===== src/rtl/du_tx_arbiter.sv =====
// du_tx_arbiter
//
// Shares the debug unit's single UART transmit path between N_REQ
// transmitters. Examples are the register-file dump, the data-memory dump
// and the status reporter. One requester is granted at a time. It is
// started with a one-cycle pulse. While it holds the grant, its
// write/start/data are muxed onto the UART, and the UART done is routed
// back to it alone. The grant is released only when the requester flags
// end of transaction together with the completion of its final byte.
// A dead cycle (RELEASE) follows before any new grant.
//
// Configuration macro:
//   DU_TX_ARB_RR_EN  defined   -> round-robin arbitration, starting after
//                                 the last released requester
//                    undefined -> fixed priority, lowest index wins
//
// Ports:
//   clk          clock
//   i_rst        synchronous active-high reset
//   i_req        per-requester level request
//   i_done       per-requester end-of-transaction level
//   i_wr         per-requester TX FIFO write enable
//   i_tx_start   per-requester UART TX start
//   i_wdata      packed per-requester write data, requester k at [k*W +: W]
//   i_tx_done    UART TX done
//   o_gnt        registered one-hot grant
//   o_start      one-cycle start pulse to the granted requester
//   o_tx_done    i_tx_done routed to the granted requester only
//   o_wr         muxed FIFO write enable
//   o_tx_start   muxed TX start
//   o_wdata      muxed write data
//   o_busy       high while a requester owns the path (START/ACTIVE)
//
// State | meaning
// ------+------------------------------------------------------------
// IDLE    | no grant; arbitrate among pending requests
// START   | grant issued; start pulse to the winner; mux live
// ACTIVE  | mux live; wait for done[gnt] together with tx_done
// RELEASE | grant dropped; dead cycle so the requester can settle

module du_tx_arbiter #(
    parameter int NB_UART_DATA = 8,
    parameter int N_REQ        = 3,
    parameter int NB_IDX       = 3
) (
    input  logic                          clk,
    input  logic                          i_rst,
    input  logic [N_REQ-1:0]              i_req,
    input  logic [N_REQ-1:0]              i_done,
    input  logic [N_REQ-1:0]              i_wr,
    input  logic [N_REQ-1:0]              i_tx_start,
    input  logic [N_REQ*NB_UART_DATA-1:0] i_wdata,
    input  logic                          i_tx_done,
    output logic [N_REQ-1:0]              o_gnt,
    output logic [N_REQ-1:0]              o_start,
    output logic [N_REQ-1:0]              o_tx_done,
    output logic                          o_wr,
    output logic                          o_tx_start,
    output logic [NB_UART_DATA-1:0]       o_wdata,
    output logic                          o_busy
);

    if (NB_IDX < $clog2(N_REQ)) begin : g_idx_check
        $error("du_tx_arbiter: NB_IDX too narrow for N_REQ");
    end

    typedef enum logic [3:0] {
        IDLE    = 4'b0001,
        START   = 4'b0010,
        ACTIVE  = 4'b0100,
        RELEASE = 4'b1000
    } state_t;

    state_t           state, state_nxt;
    logic [N_REQ-1:0] gnt_reg, gnt_nxt;
    logic [N_REQ-1:0] winner;
    logic             done_hit;

    // Isolate the lowest set bit: v & (two's complement of v).
    function automatic logic [N_REQ-1:0] lowest_set(input logic [N_REQ-1:0] v);
        return v & (~v + N_REQ'(1));
    endfunction

`ifdef DU_TX_ARB_RR_EN
    logic [NB_IDX-1:0] last_reg, last_nxt;
    logic [NB_IDX-1:0] gnt_idx;
    logic [N_REQ-1:0]  above_last;
    logic [N_REQ-1:0]  req_hi;

    // Round robin: prefer requests strictly above the last owner. If there
    // are none, the search wraps to the lowest pending request.
    always_comb begin
        above_last = '0;
        for (int k = 0; k < N_REQ; k++) begin
            above_last[k] = (k > int'(last_reg));
        end
        req_hi = i_req & above_last;
        winner = (|req_hi) ? lowest_set(req_hi) : lowest_set(i_req);
    end

    always_comb begin
        gnt_idx = '0;
        for (int k = 0; k < N_REQ; k++) begin
            if (gnt_reg[k]) gnt_idx = NB_IDX'(k);
        end
    end
`else
    always_comb begin
        winner = lowest_set(i_req);
    end
`endif

    // Only the granted requester's done counts.
    assign done_hit = |(i_done & gnt_reg);

    always_ff @(posedge clk) begin
        if (i_rst) begin
            state   <= IDLE;
            gnt_reg <= '0;
`ifdef DU_TX_ARB_RR_EN
            last_reg <= NB_IDX'(N_REQ - 1);
`endif
        end else begin
            state   <= state_nxt;
            gnt_reg <= gnt_nxt;
`ifdef DU_TX_ARB_RR_EN
            last_reg <= last_nxt;
`endif
        end
    end

    always_comb begin
        state_nxt = state;
        gnt_nxt   = gnt_reg;
`ifdef DU_TX_ARB_RR_EN
        last_nxt  = last_reg;
`endif
        case (state)
            IDLE: begin
                if (|i_req) begin
                    gnt_nxt   = winner;
                    state_nxt = START;
                end
            end
            START: begin
                state_nxt = ACTIVE;
            end
            ACTIVE: begin
                if (done_hit && i_tx_done) begin
                    gnt_nxt   = '0;
                    state_nxt = RELEASE;
`ifdef DU_TX_ARB_RR_EN
                    last_nxt  = gnt_idx;
`endif
                end
            end
            RELEASE: begin
                state_nxt = IDLE;
            end
            default: begin
                gnt_nxt   = '0;
                state_nxt = IDLE;
            end
        endcase
    end

    // AND-OR mux over the one-hot grant. With no grant, everything is zero.
    always_comb begin
        o_wdata = '0;
        for (int k = 0; k < N_REQ; k++) begin
            if (gnt_reg[k]) o_wdata = o_wdata | i_wdata[k*NB_UART_DATA +: NB_UART_DATA];
        end
    end

    assign o_wr       = |(i_wr & gnt_reg);
    assign o_tx_start = |(i_tx_start & gnt_reg);
    assign o_tx_done  = gnt_reg & {N_REQ{i_tx_done}};
    assign o_gnt      = gnt_reg;
    assign o_start    = (state == START) ? gnt_reg : '0;
    assign o_busy     = (state == START) || (state == ACTIVE);

endmodule


===== config.mk =====
export PLATFORM = sky130hd
export DESIGN_NAME = du_tx_arbiter
export DESIGN_NICKNAME = d
export VERILOG_FILES = /design/src/rtl/du_tx_arbiter.sv
export SDC_FILE = /design/constraint.sdc
export NUM_CORES = 1
export LEC_CHECK = 0
export CAP_MARGIN = 20
export CORE_MARGIN = 3
export CORE_UTILIZATION = 29
export CTS_CLUSTER_DIAMETER = 30
export DETAILED_ROUTE_END_ITERATION = 16
export PLACE_DENSITY = 0.84
export SYNTH_ARGS = -nofsm -noshare
export SYNTH_HDL_FRONTEND = slang
export SYNTH_SLANG_ARGS = --single-unit
export TNS_END_PERCENT = 100

===== constraint.sdc =====
create_clock -name clk -period 3.7 [get_ports clk]
set_clock_uncertainty 0.1 [all_clocks]
set_input_delay 0.555 -clock clk [delete_from_list [all_inputs] [get_ports clk]]
set_output_delay 0.555 -clock clk [all_outputs]
set_load 0.005 [all_outputs]

# [Word-level counts from Yosys, hierarchy flattened]
# Cells that the tools add are included.
[totals] word_cells=37 output_inout_bits=20 register_bits=7
[op_classes] add_sub_neg=1 n_eq_ne=6 reduce_logical=9 mux=10 bitwise_logic=9
[ops] op="two-way mux 8 bit" n=3
[ops] op="bitwise OR 8 bit" n=2
[ops] op="bitwise AND 3 bit" n=5
[ops] op="one-hot mux 4 bit (3 select lines)" n=1
[ops] op="OR reduction 3 bit" n=4
[ops] op="two-way mux 3 bit" n=3
[ops] op="one-hot mux 3 bit (3 select lines)" n=1
[ops] op="two-way mux 4 bit" n=2
[ops] op="== test 4 x 1 -> 1 bit (second input constant)" n=1
[ops] op="== test 4 x 2 -> 1 bit (second input constant)" n=1
[ops] op="== test 4 x 3 -> 1 bit (second input constant)" n=1
[ops] op="== test 4 bit (second input constant)" n=1
[ops] op="inequality test 2 bit (second input constant)" n=2
[ops] op="adder 3 x 1 -> 3 bit (second input constant)" n=1
[ops] op="NOT 3 bit" n=1
[ops] op="AND reduction 3 bit" n=1
[ops] op="AND reduction 2 bit" n=1
[ops] op="OR reduction 2 bit" n=1
[ops] op="logical AND 1 bit" n=1
[ops] op="logical OR 1 bit" n=1
[ops] op="NOT 1 bit" n=1

# [Longest topological paths before layout]
# Gate-level depths: netlist of run 1.
[depth] word_depth=5 mapped_depth=4 ltp_nobuf=4

# [Least setup slack after synthesis of run 1]
# OpenSTA, ideal clock, no wires.
[synth_timing] path_kind="register to register" start="register state[1]" end="register gnt_reg[1] (netlist: o_gnt[1])" t_arrival_ns=1.545 slack_ns=1.964 path_stages_with_launch=5 setup_time_ns=0.091 n_path_buf=0 period_less_slack_ns=1.736 t_required_ns=3.509 path_cell_list="dfxtp_1 > or4b_4 > a221o_2 > and2_4 > a311oi_1"
[synth_between] elab_chain_len=4 elab_cells_between_ends=10 cone_classes="eq/ne (6); mux (1); bitwise (1); reduce/logical (2)"
[synth_lines] element="start: declaration" line="74" rtl="state_t state, state_nxt;"
[synth_lines] element="start signal: assignment" line="124" rtl="state <= state_nxt;"
[synth_lines] element="== test 4 x 2 -> 1 bit / == test 4 bit (equally long branches)" line="138" rtl="case (state)"
[synth_lines] element="OR reduction 2 bit (no line)"
[synth_lines] element="NOT 1 bit (no line)"
[synth_lines] element="AND reduction 3 bit (no line)"
[synth_lines] element="end signal: assignment" line="125" rtl="gnt_reg <= gnt_nxt;"
[synth_lines] element="end: declaration" line="75" rtl="logic [N_REQ-1:0] gnt_reg, gnt_nxt;"
# Several ways; a longest one is shown, not always the timed one.
# A chain may end at the register's enable or synchronous reset.

# [Final worst setup path of run 1]
[layout_timing] start="register state[1]" end="output port o_busy"
[layout_between] elab_chain_len=2 elab_cells_between_ends=3 cone_classes="eq/ne (2); reduce/logical (1)"
[layout_lines] element="== test 4 x 2 -> 1 bit / == test 4 x 3 -> 1 bit (equally long branches)" line="180" rtl="assign o_busy = (state == START) || (state == ACTIVE);"
[layout_lines] element="logical OR 1 bit *" line="180"
[layout_lines] element="end: declaration" line="60" rtl="output logic o_busy"
# Mark *: on every way between the ends. The rest lies on a longest branch, timed or not.

==> run metrics, run 1 <==
outcome completed; DRC violations left 0; vias in the first global route 701; Commonest cells post-synth a222oi_1, inv_1, dfxtp_1, and2_1, nand2_1; total number of vias 744; Clock Latency Late Sink 260 ps; Synth Instances 64; Root Buffer Master clkbuf_4; Yosys cell types 26; crit path max fanout 5; Seq/Total Area, Yosys 26.7%; final setup violating endpoints 0; initial core utilization 32.9%; Post-CTS Setup Inserts 0; Max VDD drop 322 uV; setup tns final 0 ps; EDFF count, synth 0; Hold Buf Count CTS 0; GR Overflow Total 0; First-pass DRT Iterations 5; post-synthesis async set-or-reset flop share 0%; Slew @ Worst Pin 659 ps; hold_ws 513 ps; Synth Flop Type dfxtp_1; Placer Congestion 0.723; area leader, netlist dfxtp_1; clock buffer depth 2; Num CTS Buffers 3; largest net degree at the start of global routing 16; Final Max Tran Viols 0; Hold Path Class reg -> reg; DIE HEIGHT 48.5 um; H-tree depth 1; final worst path period share 68.7%; Power Dens Cells 264 nW/um2; number of diodes 0; crit path DAT 1890 ps; crit path kind reg -> out; worst relative slew slack 55.9%; Synth Cell Area 524 um2; Yosys reg bits 7; area of the core 1590 um2; die area 2350 um2; First DRT Iteration DRCs 49; Layout area overhead 119%; Detail Route Antenna Nets 0; clock sink count 7; Std-Cell Rows 14; initial antenna violation count 0; syn_nets 103; synthesized area per cell 8.19 um2; Tot GR Track Use 19.6%; chip width 48.5 um; CP Launch Type register; clock transition at the registers of the reported paths 60 ps; I/O pins 59; Crit. End Element output pin; fin crit period 2540 ps; IO Port Bufs 58; Detailed Route WL 2290 um; Resized cells post-CTS 0; WL/cell 15.6 um; nets 163; Synth area leaders dfxtp_1, a222oi_1, and2_1; CTS tree done; Critical Path RT 3040 ps; dpl hpwl 1840 um; fmax 393 MHz; Final Hold Fails 0; Via density 5.06; Yosys top cell area share 26.7%; Filler Cells Inserted 121; maxcap violations 0; Static Leak 0.000481 uW; share of cells above drive strength 1 7.32%; yosys warns 0; first-pass GRT wire length 3520 um; RSZ-0062 raised after global routing no
[flip-flops by register name (all words and copies together) (netlist names)]
signal / count
state: 4
o_gnt: 3
[critical path, stage by stage, from the launching register on]
cell             delay, ps
dfxtp_1                400
or4b_2                 610
nand2_1                110
clkdlybuf4s50_1        510
[final timing paths]
| check | to | slack, ps | startpoint | cells after the start |
|---|---|---|---|---|
| worst max-delay path | o_busy | 1160 | state[1] | 3 |
| worst min-delay path | state[3] | 510 | state[0] | 2 |
| worst max register to register | o_gnt[0] | 1840 | state[1] | 4 |
| worst min register to register | state[3] | 510 | state[0] | 2 |
[layout make-up]
| type | instances | area, um2 | area share, % |
|---|---|---|---|
| Timing Repair Buffer | 58 | 581 | 50.5 |
| Sequential cell | 7 | 140 | 12.2 |
| Clock buffer | 4 | 26.3 | 2.29 |
| Multi-Input combinational cell | 44 | 335 | 29.2 |
| Inverter | 10 | 37.5 | 3.26 |
| Tap cell | 24 | 30.0 | 2.61 |
[routing by layer]
metal	wire, um	GRT usage (%)	vias to the layer above	share of wire, %
met5	0	0	-	0
met4	14	7.11	0	0.61
met3	135	4.29	2	5.9
met2	1380	38.3	26	60
met1	757	20.2	344	33
li1	-	-	372	-
[layout by cell type (no fill, tap or decap), types with 2 or more instances in the layout]
master and n:
a21oi_1 2, a222oi_1 10, a311oi_1 2, and2_1 6, clkbuf_4 3, clkdlybuf4s50_1 58
dfxtp_1 7, inv_1 10, nand2_1 5, nor2_1 2
[per-stage QoR]
step	util (%)	worst slack (ps)	std cells	total power, uW	instance area (um2)
final	72.1	1160	147	304	1150
after floorplan	-	1960	64	147	524
after global routing	72.1	1060	147	327	1150
after CTS	72.1	1140	147	307	1150
after detailed placement	70.5	1200	143	233	1120
after global placement	70.5	1240	143	229	1120
[power by group]
part           internal [uW]  switching [uW]  total (uW)  leakage, uW
combinational           90.4            41.7         132     0.000409
clock                   41.4            31.2        72.5    0.0000150
sequential              83.5            15.9        99.4    0.0000572
[cells by family after synthesis]
kind of cell,count (synthesis),share of synthesized area (%)
compound gates,20,33.2
buf+inv,13,9.31
flops,7,26.7
xor+xnor,1,1.67
simple gates,23,29.1
(Power assumes the default switching activity.)
==> run 2, diff against run 1 <==
- CORE_UTILIZATION: 29 -> 27
- PLACE_DENSITY: 0.84 -> 0.79
- clock period: 3.7 -> 2.5 ns (I/O delays scaled with it)
==> run metrics, run 2 (synthesized netlist as in run 1, its figures left out) <==
final worst-path setup slack 141 ps; First DRT Iteration DRCs 40; slowest stage delay, CP 610 ps; Power Dens Cells 382 nW/um2; Filler Cells Inserted 161; crit path DAT 1880 ps; hold_ws 504 ps; DP Worst Slack 370 ps; maxcap violations 0; Critical Path RT 2030 ps; Final Non-Filler Cells 148; reg2reg setup slack 630 ps; Max VDD drop 309 uV; most common cell after layout, fill and taps aside clkdlybuf4s50_1; final setup violating endpoints 0; dpl hpwl 1870 um; Std-Cell Rows 15; CP Launch Type register; Detailed Route WL 2260 um; placed cell count 144; Post-CTS Setup Inserts 0; Slew @ Worst Pin 620 ps; vias in the first global route 718; Critical Path, Cell by Cell or4b_2 -> nand2_1 -> clkdlybuf4s50_1; Reg with most FFs state; outcome completed; Tot GR Track Use 18.4%; share of cells above drive strength 1 7.32%; crit path kind reg -> out; Detail Route Antenna Nets 0; Hold Buf Count CTS 0; number of diodes 0; first-pass GRT wire length 3420 um; WL/cell 15.3 um; CTS tree done; Crit. End Element output pin; Placer Congestion 0.693; Final Power 440 uW; I/O pins 59; total number of vias 739; Static Leak 0.000481 uW; initial core utilization 29.4%; commonest cells after routing, fill and taps aside clkdlybuf4s50_1, a222oi_1, inv_1; IO Port Bufs 58; DRC violations left 0; DIE HEIGHT 50.1 um; Layout area overhead 120%; max reg flops 4; clock buffer depth 2; RSZ-0062 raised after global routing no; setup tns final 0 ps; fmax 424 MHz; Root Buffer Master clkbuf_4; H-tree depth 1; area of the core 1780 um2; First-pass DRT Iterations 5; worst relative slew slack 58.5%; GR Overflow Total 0; crit path max fanout 5; clock sink count 7; initial antenna violation count 0; Final Hold Fails 0; Clock Latency Late Sink 240 ps; Via density 4.99; Slowest-stage cell, CP or4b_2; final worst path period share 94.4%; die area 2510 um2; chip width 50.1 um; clock transition at the registers of the reported paths 50 ps; largest net degree at the start of global routing 16; Hold Path Class reg -> reg; fin crit period 2360 ps; nets 163; Resized cells post-CTS 0; Final Max Tran Viols 0; Num CTS Buffers 3
[run 2: stage by stage]
stage,util (%),instance area [um2]
after floorplan,-,524
after global placement,63.1,1120
final,64.6,1150
after CTS,64.6,1150
after detailed placement,63.1,1120
after global routing,64.6,1150
[run 2: worst paths after layout]
check            from  endpoint  cells after the start
max          state[1]    o_busy                      3
min          state[0]  state[3]                      2
max reg2reg  state[1]  o_gnt[1]                      4
min reg2reg  state[0]  state[3]                      2
[run 2: final cells by class]
class | instances | area (um2) | share of cell area (%)
Timing Repair Buffer | 58 | 581 | 50.4
Multi-Input combinational cell | 44 | 335 | 29.1
Sequential cell | 7 | 140 | 12.2
Inverter | 10 | 37.5 | 3.26
Tap cell | 25 | 31.3 | 2.72
Clock buffer | 4 | 26.3 | 2.28
[run 2: routing by layer]
metal  routed length, um  part of all wire (%)  track usage [%]
met1                 814                    36             17.9
met2                1390                    61             35.9
met3                  51                   2.3             2.72
met4                   8                  0.35             9.68
met5                   0                     0                0
[run 2: power by group]
part	total (uW)	switching (uW)	internal, uW
clock	96.7	36.1	60.5
combinational	196	62.1	134
sequential	147	23.6	124
total	440	122	318
[run 2: critical path: cells and delay by family, from the launching register on]
family | cells | cell delay (ps)
buffers and inverters | 1 | 510
DFF | 1 | 400
and+or+nand+nor | 2 | 730
==> run 3, diff against run 2 <==
- CELL_PAD_IN_SITES_DETAIL_PLACEMENT: default -> 0
- CELL_PAD_IN_SITES_GLOBAL_PLACEMENT: default -> 1
- CORE_UTILIZATION: 27 -> 17
- PLACE_DENSITY: 0.79 -> default
- PLACE_DENSITY_LB_ADDON: default -> 0.1
==> run metrics, run 3 (synthesized netlist as in run 1, its figures left out) <==
outcome completed; clock buffer depth 2; nets 163; Psw 125 uW; largest net degree at the start of global routing 16; Hold Path Depth 2; fin crit period 2350 ps; die area 3790 um2; Resized cells post-CTS 0; Hold Path Class reg -> reg; Final Max Tran Viols 0; RR Endpoint o_gnt[0]; met3 wire len 190 um; Detail Route Antenna Nets 0; H-tree depth 1; setup tns final 0 ps; Seq pwr share 33.8%; final worst path period share 93.9%; most common cell after layout, fill and taps aside clkdlybuf4s50_1; Via density 4.92; Reg with most FFs state; clock sink count 7; R2R cell count 4; metal2 WL 1080 um; DRC violations left 0; total number of vias 757; clock share of power 22.8%; hold path endpoint state[3]; Final Hold Fails 0; Num CTS Buffers 3; Root Buffer Master clkbuf_4; commonest cells after routing, fill and taps aside clkdlybuf4s50_1, a222oi_1, inv_1; Critical Path RT 2030 ps; Std-Cell Rows 19; number of diodes 0; Hold Crit Start state[0]; beginning of the worst register-to-register path state[1]; Slew @ Worst Pin 656 ps; Sw Ratio 28.2%; First-pass DRT Iterations 6; RSZ-0062 raised after global routing no; detailed-routing wirelength on met1 992 um; Placer Congestion 0.726; DR top layer met4; worst relative slew slack 56.2%; Hold Buf Count CTS 0; Filler Cells Inserted 311; crit path DAT 1870 ps; clock transition at the registers of the reported paths 50 ps; Internal 318 uW; Power Dens Cells 382 nW/um2; Clock Latency Late Sink 250 ps; Static Leak 0.000481 uW; chip width 61.5 um; IO Port Bufs 58; initial antenna violation count 0; fmax 426 MHz; final setup violating endpoints 0; Layout area overhead 121%; share of cells above drive strength 1 7.32%; crit path max fanout 5; First DRT Iteration DRCs 37; post-layout util 40.6%; I/O pins 59; Post-CTS Setup Inserts 0; max reg flops 4; CTS tree done; CP Launch Type register; Crit. End Element output pin; Max VDD drop 214 uV; area of the core 2850 um2; maxcap violations 0; initial core utilization 18.4%; Detailed Route WL 2270 um; first-pass GRT wire length 3080 um; DIE HEIGHT 61.5 um; GR Overflow Total 0; crit path kind reg -> out; Logic pwr share 43.5%; reg2reg setup slack 650 ps; WL/cell 14.7 um; dpl hpwl 1710 um; vias in the first global route 658; Tot GR Track Use 11.2%
-- run 3: cell counts in the layout (fill, tap and decap cells not counted) --
Identical to the previous run, type by type.
-- run 3: per-stage QoR --
| step | hold WS [ps] | total power (uW) | area (um2) | setup slack, ps | cells |
|---|---|---|---|---|---|
| after global placement | 493 | 344 | 1130 | 407 | 150 |
| after global routing | 560 | 482 | 1160 | 71.8 | 154 |
| after floorplan | 347 | 218 | 524 | 764 | 64 |
| after CTS | 511 | 452 | 1160 | 135 | 154 |
| after detailed placement | 504 | 346 | 1130 | 404 | 150 |
| final | 517 | 443 | 1160 | 152 | 154 |
-- run 3: worst max-delay path, cell delays in order, from the launching register on --
cell and delay [ps]:
dfxtp_1 410, or4b_2 620, nand2_1 100, clkdlybuf4s50_1 500
-- run 3: power groups by stage --
stage | clock network, uW | logic, uW | registers, uW
after floorplan | 0 | 79.9 | 138
after global placement | 0 | 192 | 152
after detailed placement | 0 | 194 | 152
after CTS | 107 | 195 | 150
after global routing | 121 | 209 | 153
final | 101 | 193 | 150
-- run 3: layout make-up --
type / count / area (um2) / area share (%)
Clock buffer: 4 / 26.3 / 2.27
Inverter: 10 / 37.5 / 3.24
Multi-Input combinational cell: 44 / 335 / 28.9
Sequential cell: 7 / 140 / 12.1
Tap cell: 31 / 38.8 / 3.35
Timing Repair Buffer: 58 / 581 / 50.1
-- run 3: per-layer routing --
metal	up-vias	global-route usage [%]
met5	-	0
met4	0	4.55
met3	2	2.94
met2	36	18.7
met1	348	13.7
li1	371	-
-- run 3: worst max-delay path by stage --
stage	startpoint	endpoint	slack, ps	cells after the start
2_1_floorplan	state[1]	o_gnt[1]	760	4
3_3_place_gp	state[1]	o_busy	410	3
3_5_place_dp	i_wr[0]	o_wr	400	4
4_1_cts	state[1]	o_busy	130	3
5_1_grt	state[1]	o_busy	70	3
6_report	state[1]	o_busy	150	3
